<file path="config.mk">
export PLATFORM = sky130hd
export DESIGN_NAME = alu_cmd_issuer
export DESIGN_NICKNAME = d
export VERILOG_FILES = /design/src/rtl/alu_cmd_issuer.sv
export SDC_FILE = /design/constraint.sdc
export NUM_CORES = 1
export LEC_CHECK = 0
export BUFFER_PORTS_ARGS = -buffer_cell sky130_fd_sc_hd__buf_2
export CAP_MARGIN = 20
export CELL_PAD_IN_SITES_DETAIL_PLACEMENT = 1
export CELL_PAD_IN_SITES_GLOBAL_PLACEMENT = 2
export CORE_AREA = 2 2 100 102
export DETAILED_ROUTE_END_ITERATION = 10
export DIE_AREA = 0 0 102 104
export PLACE_DENSITY = 0.81
export SYNTH_ARGS = -nofsm -noshare
export SYNTH_HDL_FRONTEND = slang
export SYNTH_SLANG_ARGS = --single-unit
</file>
<file path="constraint.sdc">
create_clock -name clk -period 2.7 [get_ports clk]
set_input_delay 0.405 -clock clk [delete_from_list [all_inputs] [get_ports clk]]
set_output_delay 0.405 -clock clk [all_outputs]
set_load 0.03 [all_outputs]
</file>
<file path="src/rtl/alu_cmd_issuer.sv">
// Command issuer for the 4-bit ALU: accepts one command at a time, drives the ALU,
// waits ALU_LAT cycles, and queues the result (or a divide-by-zero trap) in an in-order FIFO.
module alu_cmd_issuer #(
    parameter int ALU_LAT   = 0,
    parameter int RSP_DEPTH = 4
) (
    input  logic        clk,
    input  logic        rst,
    input  logic        cmd_valid,
    output logic        cmd_ready,
    input  logic [2:0]  cmd_op,
    input  logic [3:0]  cmd_a,
    input  logic [3:0]  cmd_b,
    output logic [2:0]  alu_s,
    output logic [3:0]  alu_a,
    output logic [3:0]  alu_b,
    input  logic [7:0]  alu_out,
    output logic        rsp_valid,
    input  logic        rsp_ready,
    output logic [7:0]  rsp_data,
    output logic [2:0]  rsp_op,
    output logic        rsp_err,
    output logic        busy,
    output logic [15:0] op_count
);

    localparam int PTR_W = $clog2(RSP_DEPTH);
    localparam int CNT_W = (ALU_LAT > 0) ? $clog2(ALU_LAT + 1) : 1;
    localparam logic [CNT_W-1:0] LAT_L     = CNT_W'(ALU_LAT);
    localparam logic [CNT_W-1:0] CNT_ONE   = CNT_W'(1);
    localparam logic [CNT_W-1:0] CNT_ZERO  = CNT_W'(0);
    localparam logic [PTR_W:0]   DEPTH_L   = (PTR_W + 1)'(RSP_DEPTH);
    localparam logic [PTR_W:0]   FILL_ONE  = (PTR_W + 1)'(1);
    localparam logic [PTR_W:0]   FILL_ZERO = (PTR_W + 1)'(0);
    localparam logic [PTR_W-1:0] PTR_ONE   = PTR_W'(1);
    localparam logic [PTR_W-1:0] PTR_ZERO  = PTR_W'(0);
    localparam logic [2:0]       OP_DIV    = 3'b011;

    typedef enum logic [0:0] {
        S_IDLE = 1'b0,
        S_WAIT = 1'b1
    } state_t;

    state_t           r_state;
    state_t           w_state_nxt;
    logic             w_cmd_ready;
    logic             w_accept;
    logic             w_push;
    logic             w_pop;
    logic [CNT_W-1:0] r_cnt;
    logic             r_div0;
    logic [2:0]       r_alu_s;
    logic [3:0]       r_alu_a;
    logic [3:0]       r_alu_b;
    logic [7:0]       w_push_data;
    logic [2:0]       w_push_op;
    logic             w_push_err;
    logic [7:0]       r_mem_data [RSP_DEPTH];
    logic [2:0]       r_mem_op   [RSP_DEPTH];
    logic             r_mem_err  [RSP_DEPTH];
    logic [PTR_W-1:0] r_wr_ptr;
    logic [PTR_W-1:0] r_rd_ptr;
    logic [PTR_W:0]   r_fill;
    logic [15:0]      r_op_count;
    logic             w_rsp_valid;

    // State register
    always_ff @(posedge clk) begin
        if (rst) begin
            r_state <= S_IDLE;
        end else begin
            r_state <= w_state_nxt;
        end
    end

    // Next state, handshake and push decode; capacity is checked only at accept time
    always_comb begin
        w_state_nxt = r_state;
        w_cmd_ready = 1'b0;
        w_accept    = 1'b0;
        w_push      = 1'b0;
        case (r_state)
            S_IDLE: begin
                w_cmd_ready = (r_fill < DEPTH_L);
                if (cmd_valid && w_cmd_ready) begin
                    w_accept    = 1'b1;
                    w_state_nxt = S_WAIT;
                end else begin
                    w_accept    = 1'b0;
                end
            end
            S_WAIT: begin
                if (r_cnt == CNT_ZERO) begin
                    w_push      = 1'b1;
                    w_state_nxt = S_IDLE;
                end else begin
                    w_push      = 1'b0;
                end
            end
            default: begin
                w_state_nxt = S_IDLE;
            end
        endcase
    end

    // ALU drive registers, latency counter and divide-by-zero flag
    always_ff @(posedge clk) begin
        if (rst) begin
            r_alu_s <= 3'b000;
            r_alu_a <= 4'h0;
            r_alu_b <= 4'h0;
            r_cnt   <= CNT_ZERO;
            r_div0  <= 1'b0;
        end else if (w_accept) begin
            r_alu_s <= cmd_op;
            r_alu_a <= cmd_a;
            r_alu_b <= cmd_b;
            r_cnt   <= LAT_L;
            r_div0  <= (cmd_op == OP_DIV) && (cmd_b == 4'h0);
        end else if ((r_state == S_WAIT) && (r_cnt != CNT_ZERO)) begin
            r_cnt   <= r_cnt - CNT_ONE;
        end
    end

    // A trapped divide replaces whatever the ALU produced with a fixed marker entry
    always_comb begin
        w_push_err = r_div0;
        if (r_div0) begin
            w_push_data = 8'hFF;
            w_push_op   = OP_DIV;
        end else begin
            w_push_data = alu_out;
            w_push_op   = r_alu_s;
        end
    end

    assign w_rsp_valid = (r_fill != FILL_ZERO);
    assign w_pop       = w_rsp_valid && rsp_ready;

    // Response storage; contents need no reset since fill level guards reads
    always_ff @(posedge clk) begin
        if (w_push) begin
            r_mem_data[r_wr_ptr] <= w_push_data;
            r_mem_op[r_wr_ptr]   <= w_push_op;
            r_mem_err[r_wr_ptr]  <= w_push_err;
        end
    end

    // FIFO pointers, fill level and completed-operation counter
    always_ff @(posedge clk) begin
        if (rst) begin
            r_wr_ptr   <= PTR_ZERO;
            r_rd_ptr   <= PTR_ZERO;
            r_fill     <= FILL_ZERO;
            r_op_count <= 16'h0000;
        end else begin
            if (w_push) begin
                r_wr_ptr   <= r_wr_ptr + PTR_ONE;
                r_op_count <= r_op_count + 16'h0001;
            end
            if (w_pop) begin
                r_rd_ptr <= r_rd_ptr + PTR_ONE;
            end
            case ({w_push, w_pop})
                2'b10:   r_fill <= r_fill + FILL_ONE;
                2'b01:   r_fill <= r_fill - FILL_ONE;
                default: r_fill <= r_fill;
            endcase
        end
    end

    assign cmd_ready = w_cmd_ready;
    assign alu_s     = r_alu_s;
    assign alu_a     = r_alu_a;
    assign alu_b     = r_alu_b;
    assign rsp_valid = w_rsp_valid;
    assign rsp_data  = r_mem_data[r_rd_ptr];
    assign rsp_op    = r_mem_op[r_rd_ptr];
    assign rsp_err   = r_mem_err[r_rd_ptr];
    assign busy      = (r_state != S_IDLE) || w_rsp_valid;
    assign op_count  = r_op_count;

endmodule
</file>
==> flow_summary.json, run 1 <==
{
  "worst_ep_arrival_time_ps": 1690,
  "layout-area-overhead-vs-synth_pct": 19.0,
  "worst_margin_pin_slew_ps": 643,
  "initial_core_util_pct": 36.3,
  "max-vdd-ir-drop_uv": 230,
  "maxCapViolations": 0,
  "synth_top_area_cell": "sky130_fd_sc_hd__edfxtp_1",
  "first_global_vias": 2388,
  "worst_path_largest_cell_delay_ps": 560,
  "ys_top_cells_by_count": "48 x sky130_fd_sc_hd__edfxtp_1, 39 x sky130_fd_sc_hd__dfxtp_1, 34 x sky130_fd_sc_hd__nand2_1, 25 x sky130_fd_sc_hd__nor2_1, 19 x sky130_fd_sc_hd__a21oi_1",
  "synth-warning-count": 0,
  "min-delay-path-class": "in -> reg",
  "net_count_synth": 299,
  "post_cts.resized_instances": 0,
  "drc": 0,
  "dieHeight_um": 104,
  "detailed_place_hpwl_mm": 4.98,
  "grt.total_usage_pct": 14.9,
  "power.leakage_uw": 0.00155,
  "ff2ff_setup_slack_ps": 710,
  "overflow": 0,
  "setup_viol_count_final": 0,
  "residual_antenna_violating_net_count_after_detailed_routing": 0,
  "vias_per_cell": 4.77,
  "r2r-end": "r_fill[2]",
  "numCtsBuffers": 9,
  "synth_top_area_share_pct": 41.5,
  "post_synth_instance_area_mm2": 0.00347,
  "crit_path_cell_trace": "buf_4 > mux4_2 > buf_2",
  "timing.hold.ws_ps": 278,
  "die_w_um": 102,
  "hp-start": "cmd_a[3]",
  "place_ws_ps": 707,
  "drt_iter0_markers": 43,
  "report.final.hold_viol_count": 0,
  "final_period_util_pct": 77.5,
  "max_clock_skew_ps": 9.22,
  "synth.most_common_cell": "sky130_fd_sc_hd__edfxtp_1",
  "timing.critical_path.slowest_stage_cell": "sky130_fd_sc_hd__mux4_2",
  "critical_path.reg2reg.startpoint": "r_fill[2]",
  "routed-via-count": 2268,
  "worstHoldEndpoint": "alu_a[3]",
  "ys_seq_area_share_pct": 64.0,
  "postSynthRegisterBits": 87,
  "final.setup.tns_ps": 0,
  "grt_pass1_wl_mm": 12.0,
  "tritoncts": "built",
  "num-nets-final": 367,
  "rows": 36,
  "worst_skew_pair.late_latency_ps": 360,
  "synthCells": 269,
  "grt_setup_unrepaired": "false",
  "place.gp.congestion": 0.769,
  "yosys_most_used_dff": "sky130_fd_sc_hd__edfxtp_1",
  "maximum_number_of_pins_on_one_net_before_global_route_repair": 26,
  "timing.hold.worst_path_depth": 3,
  "synth_enable_flop_cells": 48,
  "antenna_found_initial": 1,
  "core_area_mm2": 0.00955,
  "synth_top_cells_by_area": "sky130_fd_sc_hd__edfxtp_1 42%, sky130_fd_sc_hd__dfxtp_1 22%, sky130_fd_sc_hd__mux4_2 7.8%",
  "crit_type": "reg -> out",
  "max_clock_freq_ghz": 0.478,
  "outcome": "completed",
  "floorplan.io_pins": 65,
  "avgSynthCellArea_um2": 12.9,
  "path_clk_slew_ps": 90,
  "async_reset_ff_share_pct": 0,
  "netlist-cell-type-count": 35,
  "detail_route.wirelength_mm": 7.19,
  "layout-drive-gt1-share_pct": 33.0,
  "powerDensity_mw_per_mm2": 771,
  "slew-limit-headroom_pct": 57.1,
  "critical_path.endpoint_type": "primary output",
  "cts_num_sinks": 87,
  "postCtsHoldBufs": 0,
  "insertedDiodeCount": 0,
  "rr_worst_depth": 7,
  "wl_per_cell_um": 15.1,
  "timing.final.ws_setup_ps": 607,
  "drtPass1Iterations": 4,
  "cts-root-to-sink-buffers": 2,
  "total_number_of_h_tree_levels": 3,
  "numPortBuffers": 64,
  "die-area_mm2": 0.0106,
  "final.min_clock_period_ps": 2090,
  "cts_root_buf": "sky130_fd_sc_hd__clkbuf_8",
  "maxSlewViolCount": 0,
  "timing.critical_path.required_ps": 2300,
  "cts.repair_timing.setup_buffer_count": 0,
  "timing.critical_path.fanout_max": 12,
  "worst_setup_path_start_kind": "register"
}
[cell type report]
| class | instances | area [um^2] |
|---|---|---|
| fillers | 1074 | 5420 |
| flip-flops and latches | 87 | 2220 |
| multi-input cells | 164 | 1180 |
| repair buffers | 68 | 350 |
| well taps | 133 | 166 |
| clock buffers | 9 | 124 |
| clock inverters | 7 | 62.6 |
| inverters | 7 | 26.3 |
[per-layer routing]
metal	vias up	wire [um]	GRT usage, %
met2	50	3590	24.2
met4	2	131	6.00
met5	-	12	0
met1	1109	3070	18.0
met3	13	381	5.17
li1	1094	-	-
[critical path, delay by kind of cell, from the launching register on]
| kind | cells | cell delay [ps] |
|---|---|---|
| buffers and inverters | 2 | 450 |
| flip-flops | 1 | 320 |
| multiplexers | 1 | 560 |
[how the worst max path moves through the flow]
stage | slack, ps | startpoint | to | depth (start not counted)
finish | 610 | register | rsp_err | 3
global route | 520 | register | rsp_err | 3
CTS | 550 | register | rsp_err | 2
detailed placement | 710 | rsp_ready | r_fill[2] | 8
global placement | 760 | rsp_ready | r_fill[2] | 8
floorplan | 650 | r_state | r_fill[2] | 10
[through the flow]
stage | area, um^2 | power (uW) | util, % | std cells
after floorplan | 3470 | 2150 | - | 269
after CTS | 4130 | 3250 | 43.3 | 475
final | 4130 | 3180 | 43.3 | 475
after detailed placement | 3940 | 2370 | 41.3 | 459
after global routing | 4130 | 3370 | 43.3 | 475
after global placement | 3940 | 2340 | 41.3 | 459
[state kept, by name, indices dropped and copies added (netlist names), named ones only]
name,cells
alu_s,3
r_rd_ptr,2
r_mem_data,32
op_count,16
alu_a,4
r_state,1
r_mem_op,12
r_div0,1
r_mem_err,4
r_fill,3
r_wr_ptr,2
r_cnt,1
alu_b,4
[power breakdown]
group	switching [uW]	internal [uW]	total [uW]
clock network	512	355	867
registers	55.2	1480	1530
logic	486	298	784
[placed cells by master, fill, tap and decap left out, drive strengths merged, types with 2 or more instances in the layout]
| cell | synthesis | final |
|---|---|---|
| nor2b | 3 | 3 |
| xnor2 | 10 | 10 |
| a21oi | 19 | 19 |
| xor2 | 6 | 6 |
| nand4 | 4 | 4 |
| or3 | 6 | 6 |
| clkbuf | 8 | 9 |
| nand2 | 34 | 34 |
| or2 | 12 | 12 |
| nor3 | 5 | 5 |
| mux4 | 12 | 12 |
| dfxtp | 39 | 39 |
| nor2 | 25 | 25 |
| nand3 | 2 | 2 |
| ha | 6 | 6 |
| edfxtp | 48 | 48 |
| o21ai | 3 | 3 |
| nor4 | 3 | 3 |
| buf | 3 | 68 |
| and2 | 4 | 4 |
| inv | 7 | 12 |
[cell families (layout without fill, tap and decap cells)]
group,after synthesis,count (layout),synth area share (%)
adder cells (fa/ha/maj),7,7,2.74
multiplexers,14,14,8.40
XOR/XNOR,16,16,4.04
flip-flops,87,87,64.0
AND/OR/NAND/NOR,104,104,15.4
buffers and inverters,18,91,2.02
AO/OA/AOI/OAI,23,23,3.42
Note: power is estimated with default switching activity, not from simulation.
==> run 2: changes to the inputs <==
==> constraint.sdc (replaced) <==
create_clock -name clk -period 2.2 [get_ports clk]
set_input_delay 0.33 -clock clk [delete_from_list [all_inputs] [get_ports clk]]
set_output_delay 0.33 -clock clk [all_outputs]
set_load 0.03 [all_outputs]
==> run 2 against run 1 <==
- non-clock buffer count rose by 1
- sequential cell count stayed put
- utilization rose by 0.31 points
- cell area is 0.73% higher
- global-route usage decreased by 0.71 points
- routed wire length decreased by 1.3%
- total power increased by 27%
- hold slack worse by 78 ps
- count of clock-buffer cells in the layout stayed put
- clock skew decreased by 0.69 ps
- combinational power increased by 23%
==> flow_summary.json, run 2 (synthesized netlist as in run 1, its figures left out) <==
{
  "outcome": "completed",
  "num-nets-final": 368,
  "netSwitchingPower_uw": 1290,
  "numPortBuffers": 64,
  "vias_per_cell": 4.71,
  "cts_num_sinks": 87,
  "cts.repair_timing.setup_buffer_count": 0,
  "worst_path_largest_cell_delay_ps": 550,
  "p_int_uw": 2730,
  "path_clk_slew_ps": 100,
  "overflow": 0,
  "finish.utilization_pct": 43.6,
  "total_number_of_h_tree_levels": 3,
  "power_frac_comb_pct": 24.0,
  "max_clock_skew_ps": 8.54,
  "power.leakage_uw": 0.00157,
  "max-vdd-ir-drop_uv": 295,
  "min-delay-path-class": "in -> reg",
  "numCtsBuffers": 9,
  "timing.critical_path.fanout_max": 12,
  "antenna_found_initial": 0,
  "critical_path.endpoint_type": "primary output",
  "place.gp.congestion": 0.733,
  "final.min_clock_period_ps": 2020,
  "rr_worst_depth": 7,
  "powerDensity_mw_per_mm2": 968,
  "drc": 0,
  "setup_viol_count_final": 0,
  "initial_core_util_pct": 36.3,
  "cp.depth": 3,
  "residual_antenna_violating_net_count_after_detailed_routing": 0,
  "die-area_mm2": 0.0106,
  "rows": 36,
  "wl_per_cell_um": 14.9,
  "top_register": "r_mem_data",
  "routed-via-count": 2244,
  "grt_pass1_wl_mm": 11.4,
  "worst_margin_pin_slew_ps": 654,
  "most-common-layout-cells": "64 x sky130_fd_sc_hd__buf_2, 48 x sky130_fd_sc_hd__edfxtp_1, 39 x sky130_fd_sc_hd__dfxtp_1",
  "detailed_place_hpwl_mm": 4.88,
  "grt_setup_unrepaired": "false",
  "postCtsHoldBufs": 0,
  "layout_commonest_cell": "sky130_fd_sc_hd__buf_2",
  "drtPass1Iterations": 4,
  "post_cts.resized_instances": 0,
  "path_buf_inv": 2,
  "tritoncts": "built",
  "ff2ff_setup_slack_ps": 250,
  "crit_type": "reg -> out",
  "grt.total_usage_pct": 14.2,
  "core_area_mm2": 0.00955,
  "slew-limit-headroom_pct": 56.4,
  "cts-root-to-sink-buffers": 2,
  "number_of_flip_flops_in_the_largest_register": 32,
  "timing.critical_path.required_ps": 1870,
  "crit_path_cell_trace": "buf_4 > mux4_2 > buf_2",
  "worst_ep_arrival_time_ps": 1690,
  "layout-drive-gt1-share_pct": 33.2,
  "max_clock_freq_ghz": 0.495,
  "timing.hold.worst_path_depth": 3,
  "fill_cells": 1067,
  "insertedDiodeCount": 0,
  "layout-area-overhead-vs-synth_pct": 19.9,
  "power.share.switching_pct": 32.1,
  "power_frac_seq_pct": 46.6,
  "report.final.hold_viol_count": 0,
  "first_global_vias": 2283,
  "maxCapViolations": 0,
  "maximum_number_of_pins_on_one_net_before_global_route_repair": 26,
  "worst_skew_pair.late_latency_ps": 360,
  "cpLargestDelayFamily": "multiplexers",
  "timing.critical_path.slowest_stage_cell": "sky130_fd_sc_hd__mux4_2",
  "final_period_util_pct": 91.9,
  "final.setup.tns_ps": 0,
  "drt_iter0_markers": 70,
  "clockPowerShare_pct": 29.4,
  "detail_route.wirelength_mm": 7.10,
  "dieHeight_um": 104,
  "worst_setup_path_start_kind": "register",
  "maxSlewViolCount": 0,
  "floorplan.io_pins": 65,
  "die_w_um": 102,
  "cts_root_buf": "sky130_fd_sc_hd__clkbuf_8"
}
[run 2: changes by cell type in the layout (fill, tap and decap cells not counted), sizes merged]
| cell | change |
|---|---|
| clkinvlp | -1 |
| clkinv | -1 |
| inv | +1 |
| bufinv | +1 |
| buf | +1 |
[run 2: through the flow]
step | total power, uW | setup slack, ps | instances | area, um^2 | hold WS (ps)
2_1_floorplan | 2630 | 152 | 269 | 3470 | 466
6_report | 4030 | 179 | 476 | 4160 | 200
5_1_grt | 4240 | 77.0 | 476 | 4160 | 192
3_5_place_dp | 2900 | 248 | 460 | 3950 | 448
3_3_place_gp | 2870 | 319 | 460 | 3950 | 443
4_1_cts | 4090 | 133 | 476 | 4160 | 182
[run 2: area by class of cell]
type                            instances  area [um^2]  area share, %
Clock inverter                          7         85.1           2.05
Sequential cell                        87         2220           53.4
Inverter                                7         26.3          0.632
Tap cell                              133          166           4.00
Timing Repair Buffer                   69          358           8.60
Clock buffer                            9          124           2.98
Multi-Input combinational cell        164         1180           28.3
[run 2: path summary, 6_finish.rpt]
check,startpoint,end
max,register,rsp_op[2]
min,cmd_a[2],alu_a[2]
max reg2reg,r_fill[2],r_fill[2]
min reg2reg,alu_a[0],alu_a[0]
[run 2: tightest hold or removal path: stages]
cell	delay (ps)
sky130_fd_sc_hd__buf_2	100
sky130_fd_sc_hd__nand2_1	50
sky130_fd_sc_hd__a21oi_1	50
[run 2: metal layers]
layer  global-route usage, %  up-vias  share of wire, %
li1                        -     1089                 -
met1                    16.7     1097                42
met2                    23.8       48                51
met3                    3.90       10               5.0
met4                    6.57        0               1.8
met5                       0        -                 0
[run 2: power groups by stage]
| stage | combinational (uW) | sequential (uW) | clock (uW) |
|---|---|---|---|
| after global placement | 965 | 1910 | 0 |
| after CTS | 988 | 1880 | 1220 |
| after floorplan | 686 | 1950 | 0 |
| after detailed placement | 984 | 1920 | 0 |
| after global routing | 1060 | 1890 | 1290 |
| final | 965 | 1880 | 1190 |
